===== config.mk =====
export PLATFORM = sky130hd
export DESIGN_NAME = denise_bitplane_sequencer
export DESIGN_NICKNAME = d
export VERILOG_FILES = /design/src/rtl/denise_pkg.sv /design/src/rtl/denise_bpl_holding_buf.sv /design/src/rtl/denise_bitplane_sequencer.sv
export SDC_FILE = /design/constraint.sdc
export NUM_CORES = 1
export LEC_CHECK = 0
export BUFFER_PORTS_ARGS = -buffer_cell sky130_fd_sc_hd__buf_2
export CAP_MARGIN = 30
export CORE_ASPECT_RATIO = 1.5
export CORE_MARGIN = 8
export CORE_UTILIZATION = 51
export CTS_BUF_LIST = sky130_fd_sc_hd__clkbuf_16
export DETAILED_ROUTE_END_ITERATION = 8
export PLACE_DENSITY = 0.76
export REMOVE_ABC_BUFFERS = 1
export SYNTH_ARGS = -nofsm -noshare
export SYNTH_HDL_FRONTEND = slang
export SYNTH_SLANG_ARGS = --single-unit

===== constraint.sdc =====
create_clock -name clk -period 1.9 [get_ports clk]
set_input_delay 0 -clock clk [delete_from_list [all_inputs] [get_ports clk]]
set_output_delay 0 -clock clk [all_outputs]
set_load 0.1 [all_outputs]

===== src/rtl/denise_pkg.sv =====
// Shared definitions for the Denise bitplane sequencer: the load-sequencer states
// and the plane geometry constants.
package denise_pkg;

    localparam int PLANE_W    = 64;
    localparam int MAX_PLANES = 8;

    typedef enum logic [1:0] {
        IDLE  = 2'd0,
        ARMED = 2'd1,
        LOAD  = 2'd2
    } seq_state_e;

endpackage


===== src/rtl/denise_bpl_holding_buf.sv =====
// One bitplane holding register. It captures a data word on write and is
// cleared by a start-of-line flush.
module denise_bpl_holding_buf
    import denise_pkg::*;
(
    input  logic               clk,
    input  logic               reset_n,
    input  logic               wr,
    input  logic               clr,
    input  logic [PLANE_W-1:0] d,
    output logic [PLANE_W-1:0] q
);

    // NOTE: the buffer is built from discrete flops, so it can be cleared by reset.
    // A RAM-mapped array could not be reset this way.
    always_ff @(posedge clk or negedge reset_n) begin
        if (!reset_n) begin
            q <= '0;
        end else if (clr) begin
            q <= '0;
        end else if (wr) begin
            q <= d;
        end
    end

endmodule


===== src/rtl/denise_bitplane_sequencer.sv =====
// Collects bitplane data words into holding buffers. A BPL1DAT write arms a
// parallel load, and the load transfers all planes and the scroll values together.
module denise_bitplane_sequencer
    import denise_pkg::*;
#(
    parameter int NPLANES = 8
) (
    input  logic                       clk,
    input  logic                       reset_n,
    input  logic                       clk7_en,
    input  logic                       c1,
    input  logic                       c3,
    input  logic                       dat_wr,
    input  logic [2:0]                 dat_sel,
    input  logic [PLANE_W-1:0]         dat_in,
    input  logic                       con1_wr,
    input  logic [15:0]                con1_in,
    input  logic [3:0]                 nplanes,
    input  logic                       line_start,
    output logic                       load,
    output logic [NPLANES*PLANE_W-1:0] plane_data,
    output logic [7:0]                 scroll_odd,
    output logic [7:0]                 scroll_even,
    output logic                       overrun
);

    seq_state_e         state;
    seq_state_e         state_nxt;
    logic [PLANE_W-1:0] hold [NPLANES];
    logic [15:0]        shadow;
    logic [3:0]         eff_planes;
    logic               dat_we;
    logic               plane0_wr;
    logic               c_zero;
    logic               xfer;

    // A start-of-line flush drops any coinciding data write.
    assign dat_we     = dat_wr && clk7_en && !line_start && (int'(dat_sel) < NPLANES);
    assign plane0_wr  = dat_we && (dat_sel == 3'd0);
    assign c_zero     = !c1 && !c3;
    assign xfer       = (state == ARMED) && c_zero && !line_start;
    assign eff_planes = (int'(nplanes) > NPLANES) ? 4'(NPLANES) : nplanes;
    assign load       = (state == ARMED) || (state == LOAD);

    for (genvar g = 0; g < NPLANES; g++) begin : g_buf
        denise_bpl_holding_buf u_buf (
            .clk     (clk),
            .reset_n (reset_n),
            .wr      (dat_we && (dat_sel == 3'(g))),
            .clr     (line_start),
            .d       (dat_in),
            .q       (hold[g])
        );
    end

    // NOTE: sequential state uses non-blocking assignments. Every register then
    // updates from the values it had before the edge, whatever the block order.
    always_ff @(posedge clk or negedge reset_n) begin
        if (!reset_n) begin
            state <= IDLE;
        end else begin
            state <= state_nxt;
        end
    end

    // NOTE: state_nxt is assigned a default first, so no path through this block
    // leaves it unassigned. This avoids an inferred latch.
    always_comb begin
        state_nxt = state;
        unique case (state)
            IDLE:    if (plane0_wr) state_nxt = ARMED;
            ARMED:   if (c_zero)    state_nxt = LOAD;
            LOAD:    state_nxt = plane0_wr ? ARMED : IDLE;
            default: state_nxt = IDLE;
        endcase
        if (line_start) state_nxt = IDLE;
    end

    always_ff @(posedge clk or negedge reset_n) begin
        if (!reset_n) begin
            plane_data  <= '0;
            scroll_odd  <= '0;
            scroll_even <= '0;
        end else if (xfer) begin
            for (int n = 0; n < NPLANES; n++) begin
                plane_data[n*PLANE_W +: PLANE_W] <= (n < int'(eff_planes)) ? hold[n] : '0;
            end
            scroll_odd  <= shadow[7:0];
            scroll_even <= shadow[15:8];
        end
    end

    always_ff @(posedge clk or negedge reset_n) begin
        if (!reset_n) begin
            shadow <= '0;
        end else if (con1_wr && clk7_en) begin
            shadow <= con1_in;
        end
    end

    // A new BPL1DAT word while a transfer is still pending means the old word was lost.
    always_ff @(posedge clk or negedge reset_n) begin
        if (!reset_n) begin
            overrun <= 1'b0;
        end else if (line_start) begin
            overrun <= 1'b0;
        end else if ((state == ARMED) && plane0_wr) begin
            overrun <= 1'b1;
        end
    end

endmodule


# Word level (Yosys, flattened, before mapping)
# Index checks and enable logic that the tools add are counted.
# op_classes
n_lt_le_gt_ge	9
add_sub_neg	0
n_shift	0
muxes	32
bitwise	0
n_eq_ne	11
multipliers	0
reduce_logical	31
n_div	0
# ops
cell	n
64-bit 2-to-1 mux	24
2-bit nonzero test	9
3-bit by 4-bit less-than comparator with 1-bit output (first input constant)	4
1-bit logical AND	15
3-bit == test (second input constant)	4
1-bit by 4-bit less-than comparator with 1-bit output (first input constant)	2
2-bit by 4-bit less-than comparator with 1-bit output (first input constant)	2
3-bit by 2-bit == test with 1-bit output (second input constant)	2
2-bit 2-to-1 mux	3
3-bit inequality test (second input constant)	2
2-bit one-hot mux with 3 select lines	1
4-bit greater-than comparator (second input constant)	1
4-bit 2-to-1 mux	1
3-bit by 1-bit == test with 1-bit output (second input constant)	1
1-bit zero test	3
3-bit zero test	1
1-bit 2-to-1 mux	3
2-bit by 1-bit == test with 1-bit output (second input constant)	1
2-bit == test (second input constant)	1
2-bit zero test	1
2-bit AND reduction	1
1-bit logical OR	1
# totals
input_bits	95
ramBits	0
latchBits	0
elab_cells	97
ff_bits	1059
n_memories	0
out_inout_bits	530
rom_bits	0

# Depth between registers and ports, before layout
# depth
depth_word	6
depth_mapped	9
mapped_depth_nobuf	6

# By module
# A second synthesis with hierarchy kept.
# hier_totals
hier_cells	3168
hier_area_um2	40814.1
# modules_own_cells
mod	instances	area_per_inst_um2	cells_per_inst
denise_bpl_holding_buf	8	2611.3	206
denise_bitplane_sequencer	1	19924.1	1520

# Least setup slack after synthesis
# No wires, ideal clock.
# synth_path
path_kind	register to register
from	reg state[1]
to	reg plane_data[451]
t_required_ns	1.832
arrival_time_ns	1.890
setup_slack_ns	-0.058
period_less_slack_ns	1.958
setup_time_ns	0.068
path_stages_with_launch	10
path_cell_list	dfrtp_1 inv_1 ha_1 nand2b_1 nor3_1 clkbuf_1 buf_2 buf_1 nand3_1 nand2_1
# synth_via
elab_chain_len	3
# synth_rtl
item	line_no	text
start: declaration	denise_bitplane_sequencer.sv:27	seq_state_e state;
start signal: assignment	denise_bitplane_sequencer.sv:62	state <= state_nxt;
2-bit by 1-bit == test with 1-bit output	denise_bitplane_sequencer.sv:41	assign xfer = (state == ARMED) && c_zero && !line_start;
1-bit logical AND (2 in series)	denise_bitplane_sequencer.sv:41	
end signal: indexed assignment	denise_bitplane_sequencer.sv:86	plane_data[n*PLANE_W +: PLANE_W] <= (n < int'(eff_planes)) ? hold[n] : '0;
end: declaration	denise_bitplane_sequencer.sv:21	output logic [NPLANES*PLANE_W-1:0] plane_data,
# No other way between the ends.
# A chain may end at the register's enable or synchronous reset.

# Worst setup path after layout
# layout_path
from	reg state[1]
to	reg plane_data[13]
# Same word-level chain as after synthesis.

==> summary.txt <==
Logic synthesis
  – Largest area contributor in the netlist: dfrtp_1
  – Synth top area cells: dfrtp_1 (65%), nand2_1 (16%), a21oi_1 (4.3%)
  – Post-synthesis cell count: 4242
  – Yosys warns: 0
  – Yosys top cell area share: ~65%
  – Synth Area per Inst: a little under 10 sq um
  – Main synth FF type: dfrtp_1
  – Commonest cells post-synth: nand2_1 (1715), dfrtp_1 (1059), a21oi_1 (352)
  – Sequential share of the synthesized area: between 60% and 70%
  – Number of flops mapped to enable cells by yosys: 0
  – Area of the mapped netlist: just over 0.04 sq mm
  – Yosys reg bits: approximately 1100
  – Async set-reset flop share out of synthesis: between 90% and 100%
  – Dominant cell by count in the synthesized netlist: nand2_1
  – Cell variety after synth: 29

STA
  – Tmin final: 1.861 ns
  – Final setup fails: 0
  – Slew Viols, Final: 0
  – Final period util: between 90% and 100%
  – Headroom to the max-slew limit: a little under two fifths
  – Setup TNS: 0 ns
  – Count of final hold-check violations: 0
  – Slew @ Worst Pin: just over 0.9 ns
  – Layout Skew: approximately 0.018 ns
  – Max Clk Rate: between 0.5 and 0.6 GHz
  – RSZ-0062 raised after global routing: yes

Drt
  – Via Count: roughly 35000
  – Remaining DRCs: 0
  – Wirelength, routed: approximately 140 mm
  – DR vias/cell: a little under 6
  – First drt pass iteration count: 6
  – Initial detailed-routing violation count: around 3500
  – WL/cell: roughly 23 um
  – DRT antenna net count: 0

Floorplan
  – Total core area: 0.07977 sq mm
  – Initial core utilization: 51.32%
  – Die Wd: roughly 250 um
  – Placement row count: 127
  – Total die area: ~0.090 sq mm
  – Die Span Y: about 360 um
  – I/O pins: between 600 and 700

Global routing
  – Initial antenna violation count: 6
  – Largest net degree at the start of global routing: 183
  – Overflow after GRT: 0
  – Global-route wire length before repair: ~210 mm
  – Vias in the first global route: approximately 35000
  – Global Route Usage Sum: 30.49%

CTS
  – Clock transition at path regs: roughly 0.06 ns
  – Clk buf depth: 3
  – Htree depth: 3
  – CTS Root Cell: clkbuf_16
  – TritonCTS Buffers: 96
  – Worst-skew pair later-pin latency: around 0.67 ns
  – CTS tree: built
  – # clock sinks: 1059

Power and ir drop
  – Sequential group share of total power: 51.4%
  – Part of the power in combinational logic: 5.0%
  – Leakage power: ~25 nW
  – Clock share of power: between 40 and 50%
  – Psw: between 10 and 15 mW
  – Sw frac: 23.43%
  – PwrDens: a little under 900 mW/mm^2
  – Internal power: roughly 34 mW
  – VDD IR-drop max: roughly 0.00085 V

Setup path
  – CP Launch Type: register
  – R2r endpoint: plane_data[13]
  – Largest stage delay, worst path: between 0.3 and 0.4 ns
  – Worst R2R Path Depth: 9
  – WP data arrival: ~2.4 ns
  – Worst-path cell chain: inv_2 > ha_4 > nand2b_1 > nor3_2 > buf_6 > buf_12 > buf_12 > nand2_1 > o21ai_0
  – WS Path Type: reg -> reg
  – CP dominant cell by count: buf_12
  – Slowest stage cell, crit path: dfrtp_1
  – R2r startpoint: state[1]
  – CP Max Fanout: 18
  – Crit. End Element: register
  – CP required: around 2.5 ns
  – Worst R2R Setup Slack: 0.04 ns

Placement
  – DP Wirelength: 88.47 mm
  – Port-buffer cells: 624
  – GPL Wtd Cong: 0.8420

Hold path
  – Min-delay worst type: in -> reg
  – Worst hold start: line_start
  – Hold endpoint: g_buf[4].u_buf.q[0]
  – Hold Path Depth: 3

Final layout
  – Layout area overhead: 22.82%
  – Fraction of layout cells with a size suffix above 1: 19.53%
  – Final Util: between 60% and 70%
  – Final #Nets: ~5000

Status
  – Status: finished, final reports clean

Run
  – Number of max-cap violations: 0
-- critical path, delay by kind of cell (launching register included) --
kind / cells / cell delay [ns]
adder cells (fa/ha/maj): 1 / 0.17
AND/OR/NAND/NOR: 3 / 0.30
AO/OA/AOI/OAI: 1 / 0.14
flip-flops: 1 / 0.39
buffers and inverters: 4 / 0.76
-- how the worst max path moves through the flow --
stage / cells past startpoint / endpoint / from
3_3_place_gp: 9 / plane_data[272] / state[1]
6_report: 9 / plane_data[13] / state[1]
4_1_cts: 9 / plane_data[279] / state[1]
2_1_floorplan: 4 / plane_data[320] / line_start
5_1_grt: 9 / plane_data[384] / state[1]
3_5_place_dp: 9 / plane_data[271] / state[1]
-- metal layers --
metal	track usage, %	routed length, um	vias to the layer above
met5	0	47	-
met2	49.09	67410	1989
li1	-	-	15080
met4	16.36	7525	8
met1	38.48	51150	17310
met3	6.513	13380	401
-- cells by family (layout without fill, tap and decap cells) --
kind of cell / count (synthesis) / after routing / synth area share (%)
adder cells (fa/ha/maj): 5 / 5 / 0.1528
multiplexers: 17 / 17 / 0.4646
AND/OR/NAND/NOR: 1876 / 1876 / 17.81
flip-flops: 1059 / 1059 / 64.74
other: 0 / 4 / 0
buffers and inverters: 380 / 1079 / 3.979
AO/OA/AOI/OAI: 905 / 905 / 12.86
-- per-stage QoR --
| stage | power [mW] | std cells | hold WS, ns | cell area [sq um] | setup slack (ns) |
|---|---|---|---|---|---|
| 6_report | 44.44 | 5977 | 0.01500 | 50280 | 0.03861 |
| 5_1_grt | 45.68 | 5973 | 0.03193 | 50270 | -0.03835 |
| 4_1_cts | 44.62 | 5965 | 0.002042 | 50080 | 0.009539 |
| 3_5_place_dp | 25.23 | 5676 | -0.08430 | 45790 | -0.04950 |
| 3_3_place_gp | 25.20 | 5676 | -0.08133 | 45790 | 0.04471 |
| 2_1_floorplan | 23.80 | 3865 | -0.2956 | 39320 | -17.47 |
-- sequential cells by signal, summed over array words and instances, names as in the netlist --
signal and cells:
state 2, overrun 1, g_buf.u_buf.q 512, plane_data 512
shadow 16, scroll_odd 8, scroll_even 8
-- placed cells by master, fill, tap and decap left out, types with 3 or more instances in the layout --
master / n
diode_2: 4
o21ai_0: 309
clkinv_1: 24
nor3_4: 3
nand3_1: 129
nor2_1: 4
buf_12: 56
a21oi_1: 352
clkinv_2: 13
buf_16: 4
nor2_4: 8
buf_6: 5
buf_4: 96
o21ai_2: 3
buf_2: 620
dlygate4sd3_1: 107
bufinv_16: 10
or2_4: 3
nand2_1: 1715
dfrtp_1: 1059
clkbuf_16: 102
inv_1: 27
ha_1: 4
o21ai_1: 44
mux2_2: 16
clkinv_8: 3
buf_8: 4
a22o_1: 193
-- cell type report --
class / count / area (sq um)
diodes: 4 / 10.01
clock buffers: 98 / 2452
clock inverters: 81 / 654.4
fillers: 6296 / 29490
inverters: 3 / 16.27
multi-input cells: 2803 / 12980
flip-flops and latches: 1059 / 26500
well taps: 1032 / 1291
repair buffers: 897 / 6375
-- what timing repair did --
item | in CTS | in global routing
hold buffers | 108 | 0
pin swaps | 0 | 0
setup endpoints to repair | 21 | 152
buffers inserted | 0 | 3
endpoints found under the hold margin | 1685 | 0
resized for setup | 6 | 43
cloned | 2 | 5
-- power groups by stage --
stage	clock network (mW)	logic [mW]	registers, mW
after global routing	20.5	2.39	22.8
after floorplan	0	0.344	23.5
after CTS	19.6	2.22	22.8
final	19.4	2.23	22.8
after global placement	0	1.96	23.2
after detailed placement	0	1.99	23.2
(Power assumes the default switching activity.)
